--- src/rtl/npu_config_loader.sv ---
// ---------------------------------------------------------------------------
// npu_config_loader
//
// Reads one configuration packet from the config FIFO. The packet has two
// header words, then W weight words that go round-robin to the PEs, then
// N schedule words that go to the scheduler circular buffer. Completion or a
// malformed header is reported through sticky done/error flags.
//
// Packet layout:
//   word 0 : [15:12] magic 4'hA, [10:0] N (schedule length, 1..SCHED_DEPTH)
//   word 1 : [11:0]  W (weight count, 0..MAX_WEIGHTS)
//   W weight words, then N schedule words
//
// Handshake: a config word is transferred on any rising CLK edge where
// npu_cfg_valid and npu_cfg_ready are both high. npu_cfg_ready is
// combinational from the FSM state and npu_state_compute only. It never
// depends on npu_cfg_valid. The FIFO may hold valid high for as long as it
// likes. A word that is not accepted must stay stable until it is accepted.
//
// Ports:
//   CLK                     clock
//   npu_rst                 asynchronous active-high reset
//   npu_cfg_start           pulse, starts a packet load (IDLE/DONE/ERR only)
//   npu_state_compute       NPU compute phase, stalls the loader
//   npu_cfg_valid/din       config FIFO word
//   npu_cfg_ready           word accepted this cycle when valid & ready
//   npu_sched_write_en/din  scheduler buffer write (registered)
//   npu_cfg_weight_*        PE weight write (registered)
//   npu_cfg_busy            load in progress (HDR0..SCHED)
//   npu_cfg_done            packet loaded, sticky until next start
//   npu_cfg_error           malformed header, sticky until next start
// ---------------------------------------------------------------------------
module npu_config_loader #(
    parameter int SCHED_DEPTH = 1024,
    parameter int NUM_PE      = 8,
    parameter int MAX_WEIGHTS = 4095
) (
    input  logic        CLK,
    input  logic        npu_rst,
    input  logic        npu_cfg_start,
    input  logic        npu_state_compute,
    input  logic        npu_cfg_valid,
    input  logic [15:0] npu_cfg_din,
    output logic        npu_cfg_ready,
    output logic        npu_sched_write_en,
    output logic [15:0] npu_sched_din,
    output logic        npu_cfg_weight_write_en,
    output logic [2:0]  npu_cfg_weight_pe_sel,
    output logic [15:0] npu_cfg_weight_dout,
    output logic        npu_cfg_busy,
    output logic        npu_cfg_done,
    output logic        npu_cfg_error
);

    typedef enum logic [2:0] {
        S_IDLE,
        S_HDR0,
        S_HDR1,
        S_WEIGHTS,
        S_SCHED,
        S_DONE,
        S_ERR
    } state_t;

    localparam logic [2:0] PE_LAST = 3'(NUM_PE - 1);

    state_t      state;
    logic [10:0] n_len;     // schedule length latched from header 0
    logic [11:0] w_len;     // weight count latched from header 1
    logic [11:0] w_cnt;     // weights accepted so far
    logic [10:0] s_cnt;     // schedule words accepted so far
    logic [2:0]  pe_cnt;    // PE that receives the next weight

    logic        acc;
    logic [3:0]  hdr_magic;
    logic [10:0] hdr_n;
    logic [11:0] hdr_w;
    logic        hdr0_bad;
    logic        hdr1_bad;

    assign npu_cfg_ready = ~npu_state_compute &
                           ((state == S_HDR0) || (state == S_HDR1) ||
                            (state == S_WEIGHTS) || (state == S_SCHED));
    assign acc = npu_cfg_valid & npu_cfg_ready;

    assign hdr_magic = npu_cfg_din[15:12];
    assign hdr_n     = npu_cfg_din[10:0];
    assign hdr_w     = npu_cfg_din[11:0];
    assign hdr0_bad  = (hdr_magic != 4'hA) || (hdr_n == 11'd0) ||
                       (int'(hdr_n) > SCHED_DEPTH);
    assign hdr1_bad  = (int'(hdr_w) > MAX_WEIGHTS);

    always_ff @(posedge CLK or posedge npu_rst) begin
        if (npu_rst) begin
            state                   <= S_IDLE;
            n_len                   <= '0;
            w_len                   <= '0;
            w_cnt                   <= '0;
            s_cnt                   <= '0;
            pe_cnt                  <= '0;
            npu_sched_write_en      <= 1'b0;
            npu_sched_din           <= '0;
            npu_cfg_weight_write_en <= 1'b0;
            npu_cfg_weight_pe_sel   <= '0;
            npu_cfg_weight_dout     <= '0;
            npu_cfg_busy            <= 1'b0;
            npu_cfg_done            <= 1'b0;
            npu_cfg_error           <= 1'b0;
        end else begin
            // Write strobes last one cycle per accepted word. The data
            // registers keep their last value.
            npu_sched_write_en      <= 1'b0;
            npu_cfg_weight_write_en <= 1'b0;

            case (state)
                S_IDLE, S_DONE, S_ERR: begin
                    if (npu_cfg_start && !npu_state_compute) begin
                        state         <= S_HDR0;
                        npu_cfg_busy  <= 1'b1;
                        npu_cfg_done  <= 1'b0;
                        npu_cfg_error <= 1'b0;
                        n_len         <= '0;
                        w_len         <= '0;
                        w_cnt         <= '0;
                        s_cnt         <= '0;
                        pe_cnt        <= '0;
                    end
                end

                S_HDR0: begin
                    if (acc) begin
                        if (hdr0_bad) begin
                            state         <= S_ERR;
                            npu_cfg_busy  <= 1'b0;
                            npu_cfg_error <= 1'b1;
                        end else begin
                            n_len <= hdr_n;
                            state <= S_HDR1;
                        end
                    end
                end

                S_HDR1: begin
                    if (acc) begin
                        if (hdr1_bad) begin
                            state         <= S_ERR;
                            npu_cfg_busy  <= 1'b0;
                            npu_cfg_error <= 1'b1;
                        end else begin
                            w_len <= hdr_w;
                            state <= (hdr_w == 12'd0) ? S_SCHED : S_WEIGHTS;
                        end
                    end
                end

                S_WEIGHTS: begin
                    if (acc) begin
                        npu_cfg_weight_write_en <= 1'b1;
                        npu_cfg_weight_dout     <= npu_cfg_din;
                        npu_cfg_weight_pe_sel   <= pe_cnt;
                        pe_cnt <= (pe_cnt == PE_LAST) ? 3'd0 : pe_cnt + 3'd1;
                        w_cnt  <= w_cnt + 12'd1;
                        if (w_cnt == w_len - 12'd1) begin
                            state <= S_SCHED;
                        end
                    end
                end

                S_SCHED: begin
                    if (acc) begin
                        npu_sched_write_en <= 1'b1;
                        npu_sched_din      <= npu_cfg_din;
                        s_cnt              <= s_cnt + 11'd1;
                        // done becomes visible together with the final strobe
                        if (s_cnt == n_len - 11'd1) begin
                            state        <= S_DONE;
                            npu_cfg_busy <= 1'b0;
                            npu_cfg_done <= 1'b1;
                        end
                    end
                end

                default: begin
                    state <= S_IDLE;
                end
            endcase
        end
    end

endmodule

--- config.mk ---
export PLATFORM = sky130hd
export DESIGN_NAME = npu_config_loader
export DESIGN_NICKNAME = d
export VERILOG_FILES = /design/src/rtl/npu_config_loader.sv
export SDC_FILE = /design/constraint.sdc
export NUM_CORES = 1
export LEC_CHECK = 0
export ABC_CLOCK_PERIOD_IN_PS = 7220
export CAP_MARGIN = 20
export CORE_MARGIN = 8
export CORE_UTILIZATION = 25
export DETAILED_ROUTE_END_ITERATION = 16
export GPL_TIMING_DRIVEN = 0
export MAX_ROUTING_LAYER = met4
export SKIP_LAST_GASP = 1
export SLEW_MARGIN = 20
export SYNTH_ARGS = -nofsm -noshare
export SYNTH_HDL_FRONTEND = slang
export SYNTH_SLANG_ARGS = --single-unit
--- constraint.sdc ---
create_clock -name CLK -period 7.22 [get_ports CLK]
set_input_delay 1.444 -clock CLK [delete_from_list [all_inputs] [get_ports CLK]]
set_output_delay 1.444 -clock CLK [all_outputs]
set_load 0.005 [all_outputs]
==> summary.md <==
| Metric | Value |
|---|---|
| Largest family of logic cells by synthesized area | `simple AND/OR/NAND/NOR gates` |
| Post-Syn Area | `4910 um^2` |
| H-tree lvl count | `3` |
| Synth top area cells | `dfrtp_1 (47%), nand2_1 (8.1%), o21ai_0 (4.8%)` |
| CTS resizes | `0` |
| CTS tree | `yes` |
| Place WS | `3.10 ns` |
| Worst Skew | `0.00767 ns` |
| WS Path Type | `input port to output pin` |
| Area growth syn-to-layout | `25.5%` |
| Hold Buf Count CTS | `0` |
| Placement Cell Area | `5890 um^2` |
| Highest net fanout along the worst path | `5` |
| Vias in the first global route | `4058` |
| Fmax | `242 MHz` |
| Vias/cell | `4.65` |
| Simple-gate area share of the yosys netlist | `22.4%` |
| IO Pins | `62` |
| Filler cells | `2060` |
| ANT nets after route | `0` |
| CP Cell Sequence | `clkdlybuf4s50_1 > a21oi_1 > clkdlybuf4s50_1` |
| CP Capture Type | `output pin` |
| DIE WIDTH | `156 um` |
| Largest net degree at the start of global routing | `72` |
| Synth warnings | `0` |
| Mapped Avg Cell Area | `9.22 um^2` |
| Clock sinks | `92` |
| Post-synth EDFFs | `0` |
| Synth cell types | `57` |
| Worst-Skew Late Latency | `0.35 ns` |
| # setup viols final | `0` |
| Seq/Total Area, Yosys | `46.9%` |
| RSZ-0062 raised after global routing | `false` |
| Slew margin rel. | `53.3%` |
| WL/cell | `15.2 um` |
| Leakage | `0.00263 uW` |
| First-pass GRT wire length | `22.0 mm` |
| Worst EP required | `5.78 ns` |
| Post-Synthesis Net Count | `560` |
| Clk pin slew, worst setup/hold paths | `0.06 ns` |
| Post-synthesis adder-cell area fraction | `1.53%` |
| Fin. Hold Viols | `0` |
| Initial antenna violation count | `0` |
| Synth top area share | `46.9%` |
| Num CTS Buffers | `9` |
| Startpoint type of the worst setup path | `input port` |
| Maximum clock path buffer count | `2` |
| Antenna Cells | `0` |
| Via Count | `4070` |
| CORE AREA | `19400 um^2` |
| Most used cell, CP | `clkdlybuf4s50_1` |
| Max Slew Vio Count | `0` |
| Row count | `51` |
| Mapped Cells | `533` |
| Postcts setup bufs | `0` |
| Delay-heaviest family, CP | `buffers and inverters` |
| Final instance area | `6160 um^2` |
| First-pass DRT Iterations | `4` |
| Worst-margin pin slew | `0.700 ns` |
| Drt total wl | `13.3 mm` |
| TNS Setup | `0 ns` |
| Final period utilization | `57.2%` |
| Most common cell in the synthesized netlist | `nand2_1` |
| Minimum clock period after layout | `4.13 ns` |
| Synth Flop Type | `dfrtp_1` |
| Mux contribution to synthesized area | `5.40%` |
| Post-layout nets | `633` |
| Crit path DAT | `2.69 ns` |
| Status | `completed` |
| Die area | `24400 um^2` |
| Cell taking the most area after synthesis | `dfrtp_1` |
| Max Cap Violations | `0` |
| Xor/xnor share of the synthesized area | `7.49%` |
| Share of cells above drive strength 1 | `9.33%` |
| Root buf cell | `clkbuf_16` |
| Yosys reg bits | `92` |
| Post-DP HPWL | `9.76 mm` |
| Pwr Density | `389 nW/um^2` |
| Port Buffers | `61` |
| Buf/Inv on CP | `2` |
| Die Span Y | `156 um` |
| Compound-Gate Fraction of Synth Area | `12.4%` |
| Total grt overflow | `0` |
| Post-synthesis async set-or-reset flop share | `100%` |
| Post-synth top cells | `nand2_1 (106), dfrtp_1 (92), o21ai_0 (47), nand3_1 (35), nor2_1 (31)` |
| Setup slack after layout | `3.09 ns` |
| Worst hold path class | `register to register` |
| Number of DRC markers in iteration 0 | `257` |
| Initial core utilization | `25.3%` |
| Final GP Congestion | `0.822` |
| Peak supply drop | `0.174 mV` |
| Crit-path max cell delay | `0.53 ns` |
| GRT Total Usage | `11.7%` |
| DRC Markers | `0` |
| Crit path max-delay cell type | `clkdlybuf4s50_1` |
[through the flow]
step           power [uW]  std cells  hold WS, ns  utilization [%]
6_report             2400        876        0.479             31.8
5_1_grt              2590        876        0.500             31.8
4_1_cts              2410        876        0.484             31.8
3_5_place_dp         1960        860        0.466             30.4
3_3_place_gp         1940        859        0.461             30.2
2_1_floorplan        1550        533        0.470                -
[worst reg2reg max path, delay by kind of cell, from the launching register on]
kind            cells  cell delay (ns)
fa+ha+maj           1             0.23
simple gates        3             0.81
flops               1             0.38
compound gates      4             1.06
buf+inv             2             0.19
[metal layers]
metal	part of all wire (%)	GRT usage (%)	routed length (um)
met5	0	-	0
met1	51	15.6	6770
met3	5.3	3.27	700
met4	1.5	3.57	202
met2	42	16.9	5640
[final cells by class]
| class | instances | area, um^2 | share of cell area [%] |
|---|---|---|---|
| flip-flops and latches | 92 | 2300 | 37.3 |
| plain buffers | 24 | 111 | 1.81 |
| repair buffers | 62 | 638 | 10.4 |
| clock buffers | 9 | 225 | 3.65 |
| inverters | 23 | 91.3 | 1.48 |
| well taps | 265 | 332 | 5.38 |
| clock inverters | 7 | 51.3 | 0.832 |
| multi-input cells | 394 | 2410 | 39.2 |
[final timing paths]
check                                              startpoint                             to  cells past startpoint  slack [ns]
worst max-delay path                        npu_state_compute                  npu_cfg_ready                      3        3.09
worst min-delay path            npu_sched_din[12]$_DFFE_PP0P_  npu_sched_din[12]$_DFFE_PP0P_                      2        0.48
worst max register to register           w_len[0]$_DFFE_PP0P_           state[1]$_DFFE_PP0P_                     10        4.45
worst min register to register  npu_sched_din[12]$_DFFE_PP0P_  npu_sched_din[12]$_DFFE_PP0P_                      2        0.48
max in group asynchronous                             npu_rst           n_len[2]$_DFFE_PP0P_                      3        5.17
min in group asynchronous                             npu_rst           w_cnt[6]$_DFFE_PP0P_                      2        1.44
[cell families after synthesis]
| kind of cell | Yosys count |
|---|---|
| fa+ha+maj | 6 |
| compound gates | 92 |
| xor+xnor | 42 |
| mux | 24 |
| simple gates | 230 |
| buf+inv | 47 |
| flops | 92 |
[registers in the layout, summed over array words and instances, names as in the netlist]
name	cells
n_len	11
pe_cnt	3
npu_cfg_busy	1
s_cnt	11
npu_cfg_error	1
npu_cfg_weight_write_en	1
w_len	12
npu_cfg_weight_dout	16
w_cnt	12
npu_cfg_weight_pe_sel	3
npu_sched_din	16
npu_sched_write_en	1
state	3
npu_cfg_done	1
[cell usage in the layout (no fill, tap or decap), types with 6 or more instances in the layout]
master / n
ha_1: 6
xor2_1: 18
o21ai_0: 47
nand3_1: 35
nand2_1: 106
mux2_2: 20
inv_1: 22
and3_1: 7
nor4_1: 7
xnor2_1: 24
nor3_1: 12
a21oi_1: 11
clkbuf_1: 15
dfrtp_1: 92
clkbuf_16: 9
nor2_1: 31
clkdlybuf4s50_1: 61
[power breakdown]
| group | internal, uW | switching (uW) | total (uW) |
|---|---|---|---|
| registers | 685 | 142 | 827 |
| clock network | 236 | 211 | 447 |
| logic | 546 | 577 | 1120 |
Power figures use the tool's default switching activity.
